==> src/rtl/vita_tx_report_pkt_if.sv <==
// Report packet stream: 36-bit FIFO word with src/dst handshake.
// Ports: err_data_o, err_src_rdy_o (master out), err_dst_rdy_i (master in).
interface vita_tx_report_pkt_if;
  logic [35:0] err_data_o;
  logic        err_src_rdy_o;
  logic        err_dst_rdy_i;

  modport master (
    output err_data_o,
    output err_src_rdy_o,
    input  err_dst_rdy_i
  );

  modport slave (
    input  err_data_o,
    input  err_src_rdy_o,
    output err_dst_rdy_i
  );
endinterface

==> src/rtl/vita_tx_report_pkt.sv <==
// Packs tx error/ack events into 6-word VITA context packets.
// Ports: clk, reset_n, clear, settings bus, vita_time, error/ack/error_code,
// rpt (36b FIFO master), dropped (saturating drop count).
module vita_tx_report_pkt #(
  parameter logic [7:0] BASE = 8'd0
) (
  input  logic        clk,
  input  logic        reset_n,
  input  logic        clear,
  input  logic        set_stb,
  input  logic [7:0]  set_addr,
  input  logic [31:0] set_data,
  input  logic [63:0] vita_time,
  input  logic        error,
  input  logic        ack,
  input  logic [31:0] error_code,
  vita_tx_report_pkt_if.master rpt,
  output logic [15:0] dropped
);

  typedef enum logic [2:0] {
    IDLE, HDR, SID, TSH, TSL, CODE, TAIL
  } state_t;

  state_t      state;
  logic [31:0] stream_id;
  logic [31:0] act_code;
  logic [63:0] act_time;
  logic [31:0] pend_code;
  logic [63:0] pend_time;
  logic        pend_valid;
  logic [3:0]  pkt_cnt;

  logic        ev;
  logic        xfer;
  logic        tail_xfer;
  logic        drop;
  logic [15:0] dropped_nxt;
  logic [3:0]  cnt_inc;

  function automatic logic [35:0] hdr_word(input logic [3:0] c);
    hdr_word = {4'b0001, 4'h4, 4'h0, 4'h1, c, 16'd6};
  endfunction

  always_comb begin
    ev        = error | ack;
    xfer      = rpt.err_src_rdy_o & rpt.err_dst_rdy_i;
    tail_xfer = xfer & (state == TAIL);
    cnt_inc   = pkt_cnt + 4'd1;
    drop      = ev & (state != IDLE) & pend_valid & ~tail_xfer;
    dropped_nxt = dropped;
    if (drop && dropped != 16'hFFFF)
      dropped_nxt = dropped + 16'd1;
  end

  // Stream ID survives clear; only reset_n returns it to zero.
  always_ff @(posedge clk) begin
    if (!reset_n)
      stream_id <= '0;
    else if (set_stb && set_addr == BASE)
      stream_id <= set_data;
  end

  always_ff @(posedge clk) begin
    if (!reset_n || clear) begin
      state             <= IDLE;
      rpt.err_src_rdy_o <= 1'b0;
      rpt.err_data_o    <= '0;
      pend_valid        <= 1'b0;
      pend_code         <= '0;
      pend_time         <= '0;
      act_code          <= '0;
      act_time          <= '0;
      dropped           <= '0;
      pkt_cnt           <= '0;
    end else begin
      dropped <= dropped_nxt;
      case (state)
        IDLE: begin
          if (ev) begin
            act_code          <= error_code;
            act_time          <= vita_time;
            state             <= HDR;
            rpt.err_src_rdy_o <= 1'b1;
            rpt.err_data_o    <= hdr_word(pkt_cnt);
          end
        end
        default: begin
          if (ev && !pend_valid && !tail_xfer) begin
            pend_code  <= error_code;
            pend_time  <= vita_time;
            pend_valid <= 1'b1;
          end
          if (xfer) begin
            case (state)
              HDR: begin
                state          <= SID;
                rpt.err_data_o <= {4'h0, stream_id};
              end
              SID: begin
                state          <= TSH;
                rpt.err_data_o <= {4'h0, act_time[63:32]};
              end
              TSH: begin
                state          <= TSL;
                rpt.err_data_o <= {4'h0, act_time[31:0]};
              end
              TSL: begin
                state          <= CODE;
                rpt.err_data_o <= {4'h0, act_code};
              end
              CODE: begin
                state          <= TAIL;
                rpt.err_data_o <= {4'b0010, 16'd0, dropped_nxt};
              end
              TAIL: begin
                pkt_cnt <= cnt_inc;
                // Pending event goes first; a same-cycle event refills the slot.
                if (pend_valid) begin
                  act_code       <= pend_code;
                  act_time       <= pend_time;
                  state          <= HDR;
                  rpt.err_data_o <= hdr_word(cnt_inc);
                  if (ev) begin
                    pend_code <= error_code;
                    pend_time <= vita_time;
                  end else begin
                    pend_valid <= 1'b0;
                  end
                end else if (ev) begin
                  act_code       <= error_code;
                  act_time       <= vita_time;
                  state          <= HDR;
                  rpt.err_data_o <= hdr_word(cnt_inc);
                end else begin
                  state             <= IDLE;
                  rpt.err_src_rdy_o <= 1'b0;
                  rpt.err_data_o    <= '0;
                end
              end
              default: state <= IDLE;
            endcase
          end
        end
      endcase
    end
  end

endmodule
==> src/flat_wrapper.sv <==
// flat-port wrapper written by rule: the top's interface ports become plain ports
module vita_tx_report_pkt_flat 
#(
  parameter logic [7:0] BASE = 8'd0
)
  (clk, reset_n, clear, set_stb, set_addr, set_data, vita_time, error, ack, error_code, dropped, rpt_err_data_o, rpt_err_src_rdy_o, rpt_err_dst_rdy_i);
  vita_tx_report_pkt_if rpt_i ();
  input  logic clk;
  input  logic reset_n;
  input  logic clear;
  input  logic set_stb;
  input  logic [7:0] set_addr;
  input  logic [31:0] set_data;
  input  logic [63:0] vita_time;
  input  logic error;
  input  logic ack;
  input  logic [31:0] error_code;
  output logic [15:0] dropped;
  output wire logic [$bits(rpt_i.err_data_o)-1:0] rpt_err_data_o;
  output wire logic [$bits(rpt_i.err_src_rdy_o)-1:0] rpt_err_src_rdy_o;
  input wire logic [$bits(rpt_i.err_dst_rdy_i)-1:0] rpt_err_dst_rdy_i;
  assign rpt_err_data_o = rpt_i.err_data_o;
  assign rpt_err_src_rdy_o = rpt_i.err_src_rdy_o;
  assign rpt_i.err_dst_rdy_i = rpt_err_dst_rdy_i;
  vita_tx_report_pkt #(.BASE(BASE)) u_core (.clk(clk), .reset_n(reset_n), .clear(clear), .set_stb(set_stb), .set_addr(set_addr), .set_data(set_data), .vita_time(vita_time), .error(error), .ack(ack), .error_code(error_code), .rpt(rpt_i), .dropped(dropped));
endmodule
==> config.mk <==
export PLATFORM = sky130hd
export DESIGN_NAME = vita_tx_report_pkt_flat
export DESIGN_NICKNAME = d
export VERILOG_FILES = /design/src/rtl/vita_tx_report_pkt_if.sv /design/src/rtl/vita_tx_report_pkt.sv /design/src/flat_wrapper.sv
export SDC_FILE = /design/constraint.sdc
export NUM_CORES = 1
export LEC_CHECK = 0
export BUFFER_PORTS_ARGS = -buffer_cell sky130_fd_sc_hd__buf_4
export CORE_ASPECT_RATIO = 1.4
export CORE_MARGIN = 4
export CORE_UTILIZATION = 40
export DETAILED_ROUTE_END_ITERATION = 7
export SLEW_MARGIN = 30
export SYNTH_ARGS = -nofsm -noshare
export SYNTH_HDL_FRONTEND = slang
export SYNTH_SLANG_ARGS = --single-unit
==> constraint.sdc <==
create_clock -name clk -period 5.09 [get_ports clk]
set_input_delay 0.7635 -clock clk [delete_from_list [all_inputs] [get_ports clk]]
set_output_delay 0.7635 -clock clk [all_outputs]
set_load 0.1 [all_outputs]
# Word level (Yosys, flattened, before mapping)
# Cells that the tools add are included.
op_classes:
  addsub: 2
  n_mul: 0
  n_div: 0
  n_lt_le_gt_ge: 0
  eq_ne: 10
  shifts: 0
  mux: 44
  bitwise_logic: 8
  reduce_logical: 19
op_table:
  columns: ["cell", "count"]
  rows:
  - ["$mux 64", 10]
  - ["$mux 32", 10]
  - ["$pmux 36 s6", 1]
  - ["$mux 36", 4]
  - ["$mux 33", 1]
  - ["$pmux 3 s6", 1]
  - ["$add 16x1->16 const B", 1]
  - ["$mux 16", 1]
  - ["$ne 16x16->1 const B", 1]
  - ["$mux 1", 12]
  - ["$mux 3", 4]
  - ["$eq 3x3->1 const B", 3]
  - ["$logic_not 8->1", 1]
  - ["$reduce_bool 7->1", 1]
  - ["$eq 3x2->1 const B", 2]
  - ["$reduce_and 3->1", 2]
  - ["$and 1x1->1", 5]
  - ["$reduce_and 5->1", 1]
  - ["$add 4x1->4 const B", 1]
  - ["$logic_and 1x1->1", 4]
  - ["$ne 2x2->1 const B", 2]
  - ["$reduce_and 2->1", 2]
  - ["$reduce_bool 2->1", 2]
  - ["$eq 3x1->1 const B", 1]
  - ["7 further kinds", 10]
word_totals:
  reg_bits: 285
  latchBits: 0
  mem_bits_rw: 0
  mem_bits_ro: 0
  in_bits: 143
  output_inout_bits: 53
  word_cells: 94
  n_memories: 0

# Logic depth before layout (Yosys ltp)
depth:
  depth_word: 9
  ltp_mapped: 10
  depth_no_buf: 7

# Worst setup path before layout
# OpenSTA, ideal clock, no wires.
synth_timing:
  kind: "reg2reg"
  startpoint: "reg u_core.dropped[0]"
  endpoint: "reg u_core.rpt.err_data_o[3]"
  setup_time_ns: 0.069
  t_arrival_ns: 2.707
  required_time_ns: 5.021
  slack_ns: 2.314
  stages_incl_launch_ff: 9
  n_path_buf: 1
  period_less_slack_ns: 2.776
  path_cell_list: "dfxtp_1 > ha_1 > nand4_1 > or4_1 > nor2b_1 > buf_2 > and4_4 > xnor2_2 > o21ai_1"
synth_via:
  elab_chain_cells: 6
  word_cells_on_any_way: 7
  cone_classes: "add/sub: 1; eq/ne: 1; mux: 4; reduce/logical: 1"
synth_lines:
  columns: ["element", "line_no", "text"]
  rows:
  - ["start, declared", "vita_tx_report_pkt.sv:18", "output logic [15:0] dropped"]
  - ["start signal, assigned", "vita_tx_report_pkt.sv:77", "dropped <= dropped_nxt;"]
  - ["parallel branches: the longest is 2 deep, another holds $add 16x1->16", null, null]
  - ["$mux 16 (*)", "vita_tx_report_pkt.sv:52", "if (drop && dropped != 16'hFFFF)"]
  - ["$pmux 36 s6 (*)", "vita_tx_report_pkt.sv:95", "case (state)"]
  - ["$mux 36 (*)", "vita_tx_report_pkt.sv:94", "if (xfer) begin"]
  - ["$mux 36 (*)", "vita_tx_report_pkt.sv:78", "case (state)"]
  - ["end signal, assigned", "vita_tx_report_pkt.sv:85", "rpt.err_data_o <= hdr_word(pkt_cnt);"]
  - ["end signal, assigned", "vita_tx_report_pkt.sv:98", "rpt.err_data_o <= {4'h0, stream_id};"]
  - ["end signal, assigned", "vita_tx_report_pkt.sv:102", "rpt.err_data_o <= {4'h0, act_time[63:32]};"]
  - ["end, declared", "vita_tx_report_pkt_if.sv:9", "output err_data_o,"]
# Every way passes the cells marked *. The select of a mux whose other input is x is not followed.
# A chain may end at the register's enable or synchronous reset.

# Final worst setup path
layout_timing:
  startpoint: "reg u_core.state[0]"
  endpoint: "reg u_core.rpt.err_data_o[7]"
layout_via:
  elab_chain_cells: 9
  word_cells_on_any_way: 22
  cone_classes: "eq/ne: 7; mux: 4; bitwise: 5; reduce/logical: 6"
layout_lines:
  columns: ["element", "line_no", "text"]
  rows:
  - ["start, declared", "vita_tx_report_pkt.sv:25", "state_t state;"]
  - ["start signal, assigned", "vita_tx_report_pkt.sv:66", "state <= IDLE;"]
  - ["start signal, assigned", "vita_tx_report_pkt.sv:83", "state <= HDR;"]
  - ["start signal, assigned", "vita_tx_report_pkt.sv:97", "state <= SID;"]
  - ["$reduce_bool 3->1 / $eq 3x3->1 (equally long branches)", "vita_tx_report_pkt.sv:50, vita_tx_report_pkt.sv:48, vita_tx_report_pkt.sv:95", null]
  - ["$and 1x1->1, on equally long branches", "vita_tx_report_pkt.sv:50, vita_tx_report_pkt.sv:48", null]
  - ["$and 1x1->1 / $not 1->1 (equally long branches)", "vita_tx_report_pkt.sv:50", "drop = ev & (state != IDLE) & pend_valid & ~tail_xfer;"]
  - ["$and 1x1->1", "vita_tx_report_pkt.sv:50", null]
  - ["$logic_and 1x1->1", "vita_tx_report_pkt.sv:52", null]
  - ["$mux 16", "vita_tx_report_pkt.sv:52", null]
  - ["$pmux 36 s6", "vita_tx_report_pkt.sv:95", null]
  - ["$mux 36", "vita_tx_report_pkt.sv:94", null]
  - ["$mux 36", "vita_tx_report_pkt.sv:78", null]
# Several ways; a longest one is shown, not always the timed one. The select of a mux whose other input is x is not followed.

==> results.json <==
{
  "outcome": "finished, final reports clean",
  "finalSetupViolCount": 0,
  "io_pins": 196,
  "clockBufferDepth": 3,
  "synth_seq_cells": 283,
  "p_leak_nw": 5.653,
  "cts-buffers-inserted": 28,
  "nets": 1874,
  "start_util_pct": 40.67,
  "ys_types": 70,
  "diodes": 0,
  "grt_usage_pct": 22.26,
  "setup_tns_ps": 0,
  "grt_pass1_vias": 11080,
  "worstMarginPinSlew_ps": 893.7,
  "cts.sinks": 283,
  "drtIter0Drc": 928,
  "yosys.area.top_type": "dfxtp_1",
  "root_buffer": "clkbuf_16",
  "antenna_found_initial": 0,
  "yosysTopAreaCellShare_pct": 43.94,
  "cp.required_ps": 5520,
  "ant_nets": 0,
  "crit_buf_inv": 2,
  "synthArstFlopShare_pct": 0,
  "synth_seq_area_share_pct": 43.94,
  "ys.flop_type": "dfxtp_1",
  "slew_headroom_pct": 40.42,
  "grt_overflow_total": 0,
  "setup_ws_ps": 2279,
  "period_share_pct": 55.22,
  "synthToLayoutAreaGrowth_pct": 18.34,
  "num_vias": 11863,
  "holdWs_ps": 450.0,
  "gp_congestion": 0.9216,
  "row_count": 77,
  "dieArea_sq_um": 35210,
  "die_x_microns": 159.7,
  "ir_drop_mv": 0.2021,
  "ys_warn_count": 0,
  "synthCells": 1636,
  "start_kind": "register",
  "grt_max_degree": 140,
  "port_buffers": 193,
  "p_total_mw": 4.903,
  "p_per_area_nw_per_um2": 321.3,
  "drc": 0,
  "netlist_area_sq_um": 12890,
  "fp.dieH_microns": 220.4,
  "hold_buffers": 0,
  "slew_viol_final": 0,
  "wl_mm": 41.02,
  "wl_per_cell_microns": 19.13,
  "clkTransAtPathRegs_ps": 70,
  "fin_crit_ps": 2811,
  "final_cell_mix": "dfxtp_1, nand2_1, buf_4, nor2_1, a21oi_1",
  "place_hpwl_mm": 28.04,
  "ys_top_cells_by_area": "dfxtp_1, nand2_1, a21oi_1, a211oi_1, o21ai_0",
  "clock.fmax_mhz": 355.8,
  "rsz0062_at_grt": "false",
  "core_sq_um": 31700,
  "max_stage_delay_ps": 720,
  "avgSynthCellArea_sq_um": 7.880,
  "final_hold_viol_count": 0,
  "cpLargestDelayFamily": "compound AO/OA/AOI/OAI gates",
  "synth_edf_count": 0,
  "grt_pass1_wl_mm": 63.58,
  "drive_above_1_share_pct": 17.32,
  "end_kind": "register",
  "cp_slowest_cell": "a221oi_1",
  "pre_cts_slack_ps": 2213,
  "path_max_fanout": 40,
  "viasPerCell": 5.533,
  "mostFrequentLayoutCell": "dfxtp_1",
  "path_cells": "buf_4, nor2_2, buf_4, a221oi_1, nor3_1, a21oi_1, o21ai_1",
  "post_cts_buffers": 0,
  "post-route-cell-area_sq_um": 15260,
  "crit_top_cell": "buf_4",
  "htreeDepth": 1,
  "max_cap_viol_count": 0,
  "cts_tree": "done",
  "critical_path_arrival_ps": 3240,
  "cts.repair.resized": 0,
  "worstSkewPairLatency_ps": 560,
  "crit_type": "reg2reg",
  "postPlaceCellArea_sq_um": 14320,
  "clock_skew_ps": 12.32,
  "first_pass_iters": 5,
  "hold_path_class": "reg2reg"
}
==> cell type report <==
class	count	area, sq um
clock inverters	7	85.08
multi-input cells	1179	6442
clock buffers	43	818.3
well taps	395	494.2
fillers	3189	16440
repair buffers	211	1652
inverters	26	97.59
flip-flops and latches	283	5668
==> state kept, by name, summed over array words and instances, names as in the netlist <==
register	flops
u_core.act_code	32
u_core.pkt_cnt	4
u_core.pend_code	32
u_core.pend_time	64
u_core.dropped	16
u_core.state	3
u_core.pend_valid	1
u_core.act_time	64
u_core.stream_id	32
u_core.rpt.err_data_o	34
u_core.rpt.err_src_rdy_o	1
==> report_power, final <==
group / total (mW) / internal [mW] / switching [mW]
logic: 0.505 / 0.196 / 0.309
clock network: 2.08 / 1.20 / 0.876
registers: 2.32 / 2.28 / 0.0451
total: 4.90 / 3.67 / 1.23
==> cell usage after synthesis, types with 11 or more instances <==
cell      count
nand2_1     279
a221oi_1     23
or3_1        99
nor2_1      172
buf_4        11
buf_6        12
nor3_1       14
buf_2        20
nand2b_1     28
a21oi_1     157
clkbuf_1    100
a211oi_1     90
nand3_1      12
inv_1        26
o21ai_0     135
dfxtp_1     283
a21boi_0     32
xor2_1       11
==> worst reg2reg max path, cell delays in order (launching register included) <==
cell and delay (ps):
dfxtp_2 630, buf_4 490, nor2_2 190, buf_4 260, a221oi_1 740, nor3_1 150, a21oi_1 150, o21ai_1 80
==> cell families (layout without fill, tap and decap cells) <==
family	Yosys count	after routing	share of synthesized area, %
AND/OR/NAND/NOR	650	650	23.26
AO/OA/AOI/OAI	496	496	24.03
adder cells (fa/ha/maj)	2	2	0.1941
flip-flops	283	283	43.94
buffers and inverters	175	287	6.308
multiplexers	9	9	0.6988
XOR/XNOR	20	20	1.533
other	1	2	0.02909
==> layer usage <==
metal / wire (microns) / vias up / track usage [%]
met5: 0 / - / 0
met4: 1204 / 0 / 7.294
met3: 2288 / 57 / 3.577
met2: 20840 / 331 / 39.70
met1: 16690 / 5629 / 27.57
li1: - / 5846 / -
==> path summary, 6_finish.rpt <==
kind | endpoint | cells past startpoint | slack, ps | start
worst min register to register | u_core.pend_time[3]$_SDFFE_PP0N_ | 2 | 450 | u_core.pend_time[3]$_SDFFE_PP0N_
worst max-delay path | u_core.rpt.err_data_o[7]$_SDFFE_PP0P_ | 7 | 2280 | u_core.state[0]$_SDFFE_PP0P_
worst max register to register | u_core.rpt.err_data_o[7]$_SDFFE_PP0P_ | 7 | 2280 | u_core.state[0]$_SDFFE_PP0P_
worst min-delay path | u_core.pend_time[3]$_SDFFE_PP0N_ | 2 | 450 | u_core.pend_time[3]$_SDFFE_PP0N_
==> stage by stage <==
step	cells	utilization [%]
finish	2144	48.13
global placement	2092	45.06
CTS	2143	48.02
global route	2144	48.13
detailed placement	2093	45.17
floorplan	1637	-
Power figures use the tool's default switching activity.
